--- config.mk ---
export PLATFORM = sky130hd
export DESIGN_NAME = punc_mem_arbiter
export DESIGN_NICKNAME = d
export VERILOG_FILES = /design/src/rtl/punc_mem_arbiter.sv
export SDC_FILE = /design/constraint.sdc
export NUM_CORES = 1
export LEC_CHECK = 0
export CAP_MARGIN = 15
export CORE_ASPECT_RATIO = 1.25
export CORE_UTILIZATION = 36
export CTS_BUF_LIST = sky130_fd_sc_hd__clkbuf_8 sky130_fd_sc_hd__clkbuf_16
export CTS_CLUSTER_DIAMETER = 60
export DETAILED_ROUTE_END_ITERATION = 8
export PLACE_DENSITY = 0.87
export SLEW_MARGIN = 20
export SYNTH_ARGS = -nofsm -noshare
export SYNTH_HDL_FRONTEND = slang
export SYNTH_SLANG_ARGS = --single-unit
--- constraint.sdc ---
create_clock -name clk -period 2 [get_ports clk]
set_input_delay 0.3 -clock clk [delete_from_list [all_inputs] [get_ports clk]]
set_output_delay 0.3 -clock clk [all_outputs]
set_load 0.01 [all_outputs]
--- src/rtl/punc_mem_arbiter.sv ---
// rtl/punc_mem_arbiter.sv - two-master (cpu/debug) arbiter for an async-read, sync-write memory
// Optional grant locking for multi-access sequences is enabled by defining PUNC_ARB_LOCK_EN.
module punc_mem_arbiter #(
  parameter int ADDR_W   = 16,
  parameter int DATA_W   = 16,
  parameter int LOCK_MAX = 4
) (
  input  logic              clk,
  input  logic              rst,
  input  logic              cpu_req,
  input  logic              cpu_we,
  input  logic [ADDR_W-1:0] cpu_addr,
  input  logic [DATA_W-1:0] cpu_wdata,
`ifdef PUNC_ARB_LOCK_EN
  input  logic              cpu_lock,
  input  logic              dbg_lock,
`endif
  input  logic              dbg_req,
  input  logic              dbg_we,
  input  logic [ADDR_W-1:0] dbg_addr,
  input  logic [DATA_W-1:0] dbg_wdata,
  output logic              cpu_gnt,
  output logic              dbg_gnt,
  output logic              cpu_rvalid,
  output logic              dbg_rvalid,
  output logic [DATA_W-1:0] cpu_rdata,
  output logic [DATA_W-1:0] dbg_rdata,
  output logic [ADDR_W-1:0] mem_r_addr,
  input  logic [DATA_W-1:0] mem_r_data,
  output logic              mem_w_en,
  output logic [ADDR_W-1:0] mem_w_addr,
  output logic [DATA_W-1:0] mem_w_data
);

  typedef enum logic [1:0] {ARB, LOCK_CPU, LOCK_DBG} state_t;

  localparam logic WIN_DBG = 1'b1;
  localparam logic [3:0] LOCK_MAX_C = 4'(LOCK_MAX);

  state_t              state, state_nxt;
  logic                last_winner;
  logic [3:0]          lock_cnt, lock_cnt_nxt;
  logic                cpu_lk, dbg_lk;
  logic                gnt_any, rd_gnt, win_we, win_lock;
  logic [ADDR_W-1:0]   win_addr, r_addr_q;
  logic [DATA_W-1:0]   win_wdata;

`ifdef PUNC_ARB_LOCK_EN
  assign cpu_lk = cpu_lock;
  assign dbg_lk = dbg_lock;
`else
  // Without locking the FSM can never leave ARB.
  assign cpu_lk = 1'b0;
  assign dbg_lk = 1'b0;
`endif

  always_comb begin
    cpu_gnt = 1'b0;
    dbg_gnt = 1'b0;
    if (!rst) begin
      case (state)
        ARB: begin
          if (cpu_req && dbg_req) begin
            if (last_winner == WIN_DBG) cpu_gnt = 1'b1;
            else                        dbg_gnt = 1'b1;
          end else begin
            cpu_gnt = cpu_req;
            dbg_gnt = dbg_req;
          end
        end
        LOCK_CPU: cpu_gnt = cpu_req;
        LOCK_DBG: dbg_gnt = dbg_req;
        default: ;
      endcase
    end
  end

  always_comb begin
    gnt_any    = cpu_gnt | dbg_gnt;
    win_we     = dbg_gnt ? dbg_we    : cpu_we;
    win_lock   = dbg_gnt ? dbg_lk    : cpu_lk;
    win_addr   = dbg_gnt ? dbg_addr  : cpu_addr;
    win_wdata  = dbg_gnt ? dbg_wdata : cpu_wdata;
    rd_gnt     = gnt_any & ~win_we;
    mem_w_en   = gnt_any & win_we;
    mem_w_addr = win_addr;
    mem_w_data = win_wdata;
    mem_r_addr = rd_gnt ? win_addr : r_addr_q;
  end

  always_comb begin
    state_nxt    = state;
    lock_cnt_nxt = lock_cnt;
    case (state)
      ARB: begin
        if (gnt_any && win_lock && (LOCK_MAX_C > 4'd1)) begin
          state_nxt    = dbg_gnt ? LOCK_DBG : LOCK_CPU;
          lock_cnt_nxt = 4'd1;
        end
      end
      LOCK_CPU, LOCK_DBG: begin
        if (gnt_any) begin
          if (!win_lock) begin
            state_nxt = ARB;
          end else begin
            lock_cnt_nxt = lock_cnt + 4'd1;
            // Forced release: the holder is already last_winner, so the other side wins next.
            if (lock_cnt + 4'd1 == LOCK_MAX_C) state_nxt = ARB;
          end
        end
      end
      default: state_nxt = ARB;
    endcase
  end

  always_ff @(posedge clk) begin
    if (rst) begin
      state       <= ARB;
      last_winner <= WIN_DBG;
      lock_cnt    <= 4'd0;
      cpu_rvalid  <= 1'b0;
      dbg_rvalid  <= 1'b0;
      cpu_rdata   <= '0;
      dbg_rdata   <= '0;
      r_addr_q    <= '0;
    end else begin
      state      <= state_nxt;
      lock_cnt   <= lock_cnt_nxt;
      cpu_rvalid <= rd_gnt & cpu_gnt;
      dbg_rvalid <= rd_gnt & dbg_gnt;
      if (gnt_any)           last_winner <= dbg_gnt;
      if (rd_gnt)            r_addr_q    <= win_addr;
      if (rd_gnt && cpu_gnt) cpu_rdata   <= mem_r_data;
      if (rd_gnt && dbg_gnt) dbg_rdata   <= mem_r_data;
    end
  end

endmodule

==> impl_metrics.env <==
export IMPL_outcome="finished with violations"
export IMPL_violations="negative setup slack"
export IMPL_grt_pass1_wl_um=15630
export IMPL_internal_power_w=0.002062
export IMPL_fp_dieW_um=77.17
export IMPL_syn_area_per_cell_um2=8.532
export IMPL_met2_length_um=6068
export IMPL_crit_buf_inv=3
export IMPL_cts_buffers=5
export IMPL_num_io_pins=171
export IMPL_avgRoutedWirePerCell_um=17.86
export IMPL_syn_to_final_growth_pct=111.5
export IMPL_hold_path_class="in -> reg"
export IMPL_cp_end_kind="primary output"
export IMPL_final_setup_skew_ns=0.004284
export IMPL_dpl_cell_area_um2=4482
export IMPL_mostFrequentLayoutCell="clkdlybuf4s50_1"
export IMPL_path_cells="a21bo_4 > buf_4 > o32a_1 > buf_6 > o21ai_1 > o21ai_1 > buf_2"
export IMPL_antenna_left=0
export IMPL_synth_cells=298
export IMPL_drt_iter0_markers=125
export IMPL_path_delay_family="compound AO/OA/AOI/OAI gates"
export IMPL_layout_common_cells="clkdlybuf4s50_1, dfxtp_1, buf_6"
export IMPL_final_nets=615
export IMPL_crit_top_cell="o21ai_1"
export IMPL_fin_crit_ns=2.229
export IMPL_synth_top_area_cell="dfxtp_1"
export IMPL_slowest_stage="dfxtp_2"
export IMPL_start_kind="flop"
export IMPL_n_antenna_cell=0
export IMPL_num_fill_cells=392
export IMPL_drtPass1Iterations=5
export IMPL_clk_pin_slew_ns=0.10
export IMPL_yosysUniqueCellTypes=30
export IMPL_clk_root_buffer_cell="clkbuf_8"
export IMPL_total_power_w=0.002912
export IMPL_p_sw_w=0.0008493
export IMPL_finalSetupViolations=44
export IMPL_postCtsHoldBufs=0
export IMPL_io_buffers=170
export IMPL_finalWeightedCongestion=0.7632
export IMPL_die_area_um2=7404
export IMPL_top_layer_used="met4"
export IMPL_seq_area_frac_synth_pct=40.16
export IMPL_synth_nets=384
export IMPL_grt_use_total_pct=27.29
export IMPL_setup_ws_ns=-0.2294
export IMPL_core_area_um2=6689
export IMPL_rsz0062_at_grt="true"
export IMPL_ir_worst_vdd_mv=0.4811
export IMPL_relSlewSlack_pct=76.57
export IMPL_synth_area_leaders="dfxtp_1, o21ai_0, mux2_2"
export IMPL_drc=0
export IMPL_p_seq_share_pct=38.1
export IMPL_arrival_ns=1.93
export IMPL_core_rowCount=33
export IMPL_first_global_vias=3122
export IMPL_cts_htree_levels=2
export IMPL_initial_core_util_pct=38.01
export IMPL_pwr_share_comb_pct=36.5
export IMPL_met3WireLength_um=605
export IMPL_worstSetupPathType="reg -> out"
export IMPL_finalHoldViolCount=0
export IMPL_viasPerCell=5.063
export IMPL_cp_data_required_time_ns=1.70
export IMPL_crit_fanout=8
export IMPL_yosysWarnings=0
export IMPL_max_freq_ghz=0.4486
export IMPL_whs_ns=0.4439
export IMPL_final_area_um2=5376
export IMPL_drv_slew=0
export IMPL_m1WireLength_um=3864
export IMPL_slowest_delay_ns=0.34
export IMPL_power_frac_clock_pct=25.4
export IMPL_max_cap_violations=0
export IMPL_ys_ff_latch=51
export IMPL_powerDensity_nw_per_um2=541.6
export IMPL_grt_ovfl_total=0
export IMPL_dr_total_vias=3124
export IMPL_min_period_over_period_pct=111.5
export IMPL_final_layout_size_suffix_gt1_share_pct=39.62
export IMPL_leakagePower_nw=2.182
export IMPL_dp_hpwl_um=6466
export IMPL_cts_tree="yes"
export IMPL_netlist_area_leader_share_pct=40.16
export IMPL_swShare_pct=29.17
export IMPL_cts_sinks=51
export IMPL_post_place_ws_ns=-0.7359
export IMPL_netlist_area_um2=2542
export IMPL_clockBufferDepth=2
export IMPL_antenna_found_initial=0
export IMPL_clk_latency_ns=0.31
export IMPL_grt_max_degree=34
export IMPL_drt_wl_total_um=11020
export IMPL_fp_dieH_um=95.96
export IMPL_tightest_slew_ns=0.3494
==> layout make-up <==
type | instances | area, um2 | share of cell area (%)
Clock inverter | 3 | 46.29 | 0.8611
Tap cell | 87 | 108.9 | 2.025
Inverter | 18 | 72.57 | 1.350
Sequential cell | 51 | 1022 | 19.01
Timing Repair Buffer | 246 | 2412 | 44.87
Clock buffer | 5 | 68.82 | 1.280
Multi-Input combinational cell | 207 | 1645 | 30.60
==> synthesized netlist by cell type, drive strengths merged <==
library cell,instances
a32oi,1
o21ai,49
a211oi,16
clkbuf,11
nor3,2
nand2b,18
o32a,1
buf,11
nor2b,1
dfxtp,51
nor2,19
inv,17
mux2,16
a21oi,16
or4,1
nand2,49
a21bo,1
mux2i,16
clkinv,1
o32ai,1
==> worst reg2reg max path: stages (launching register included) <==
cell and delay (ns):
dfxtp_2 0.36, a21bo_4 0.16, nor2_8 0.05, buf_12 0.14, buf_16 0.14, buf_6 0.12, mux2i_4 0.20, buf_4 0.15
buf_4 0.13, buf_4 0.14, a211oi_1 0.28
==> worst paths after layout <==
kind	slack (ns)	depth (start not counted)	endpoint	from
worst max-delay path	-0.23	7	mem_r_addr[10]	last_winner
worst min-delay path	0.44	3	r_addr_q[2]	rst
worst max register to register	0.05	10	r_addr_q[9]	last_winner
worst min register to register	0.46	2	cpu_rdata[0]	cpu_rdata[0]
==> routing by layer <==
layer | GRT usage, % | vias up
li1 | - | 1471
met1 | 27.87 | 1455
met2 | 53.39 | 162
met3 | 5.213 | 36
met4 | 12.74 | 0
met5 | 0 | -
==> stage by stage <==
| stage | setup TNS [ns] | instances | utilization (%) |
|---|---|---|---|
| 2_1_floorplan | 0 | 298 | - |
| 3_5_place_dp | -31.90 | 565 | 67.00 |
| 5_1_grt | -7.539 | 617 | 80.38 |
| 3_3_place_gp | -27.62 | 565 | 67.00 |
| 6_report | -4.704 | 617 | 80.38 |
| 4_1_cts | -3.813 | 607 | 77.10 |
==> flip-flops by register name (all words and copies together), names as in the netlist <==
signal	count
dbg_rdata	16
cpu_rvalid	1
cpu_rdata	16
last_winner	1
dbg_rvalid	1
r_addr_q	16
==> power groups by stage <==
| stage | sequential [W] | combinational (W) | clock [W] |
|---|---|---|---|
| final | 0.00111 | 0.00106 | 0.000740 |
| after CTS | 0.00110 | 0.000955 | 0.000749 |
| after detailed placement | 0.00112 | 0.000815 | 0 |
| after global routing | 0.00112 | 0.00112 | 0.000800 |
| after floorplan | 0.00113 | 0.000304 | 0 |
| after global placement | 0.00112 | 0.000794 | 0 |
==> what timing repair did <==
| action | CTS | global route |
|---|---|---|
| pin swaps | 4 | 2 |
| buffers inserted | 33 | 9 |
| gates cloned | 2 | 2 |
| gates resized for setup | 307 | 46 |
| endpoints found under the setup margin | 51 | 48 |
==> cells by family after synthesis <==
logic type             Yosys count  share of synthesized area [%]
flip-flops                      51                          40.16
AO/OA/AOI/OAI                   85                          21.06
buffers and inverters           40                          8.021
AND/OR/NAND/NOR                 90                          17.37
multiplexers                    32                          13.39
Note: power is estimated with default switching activity, not from simulation.
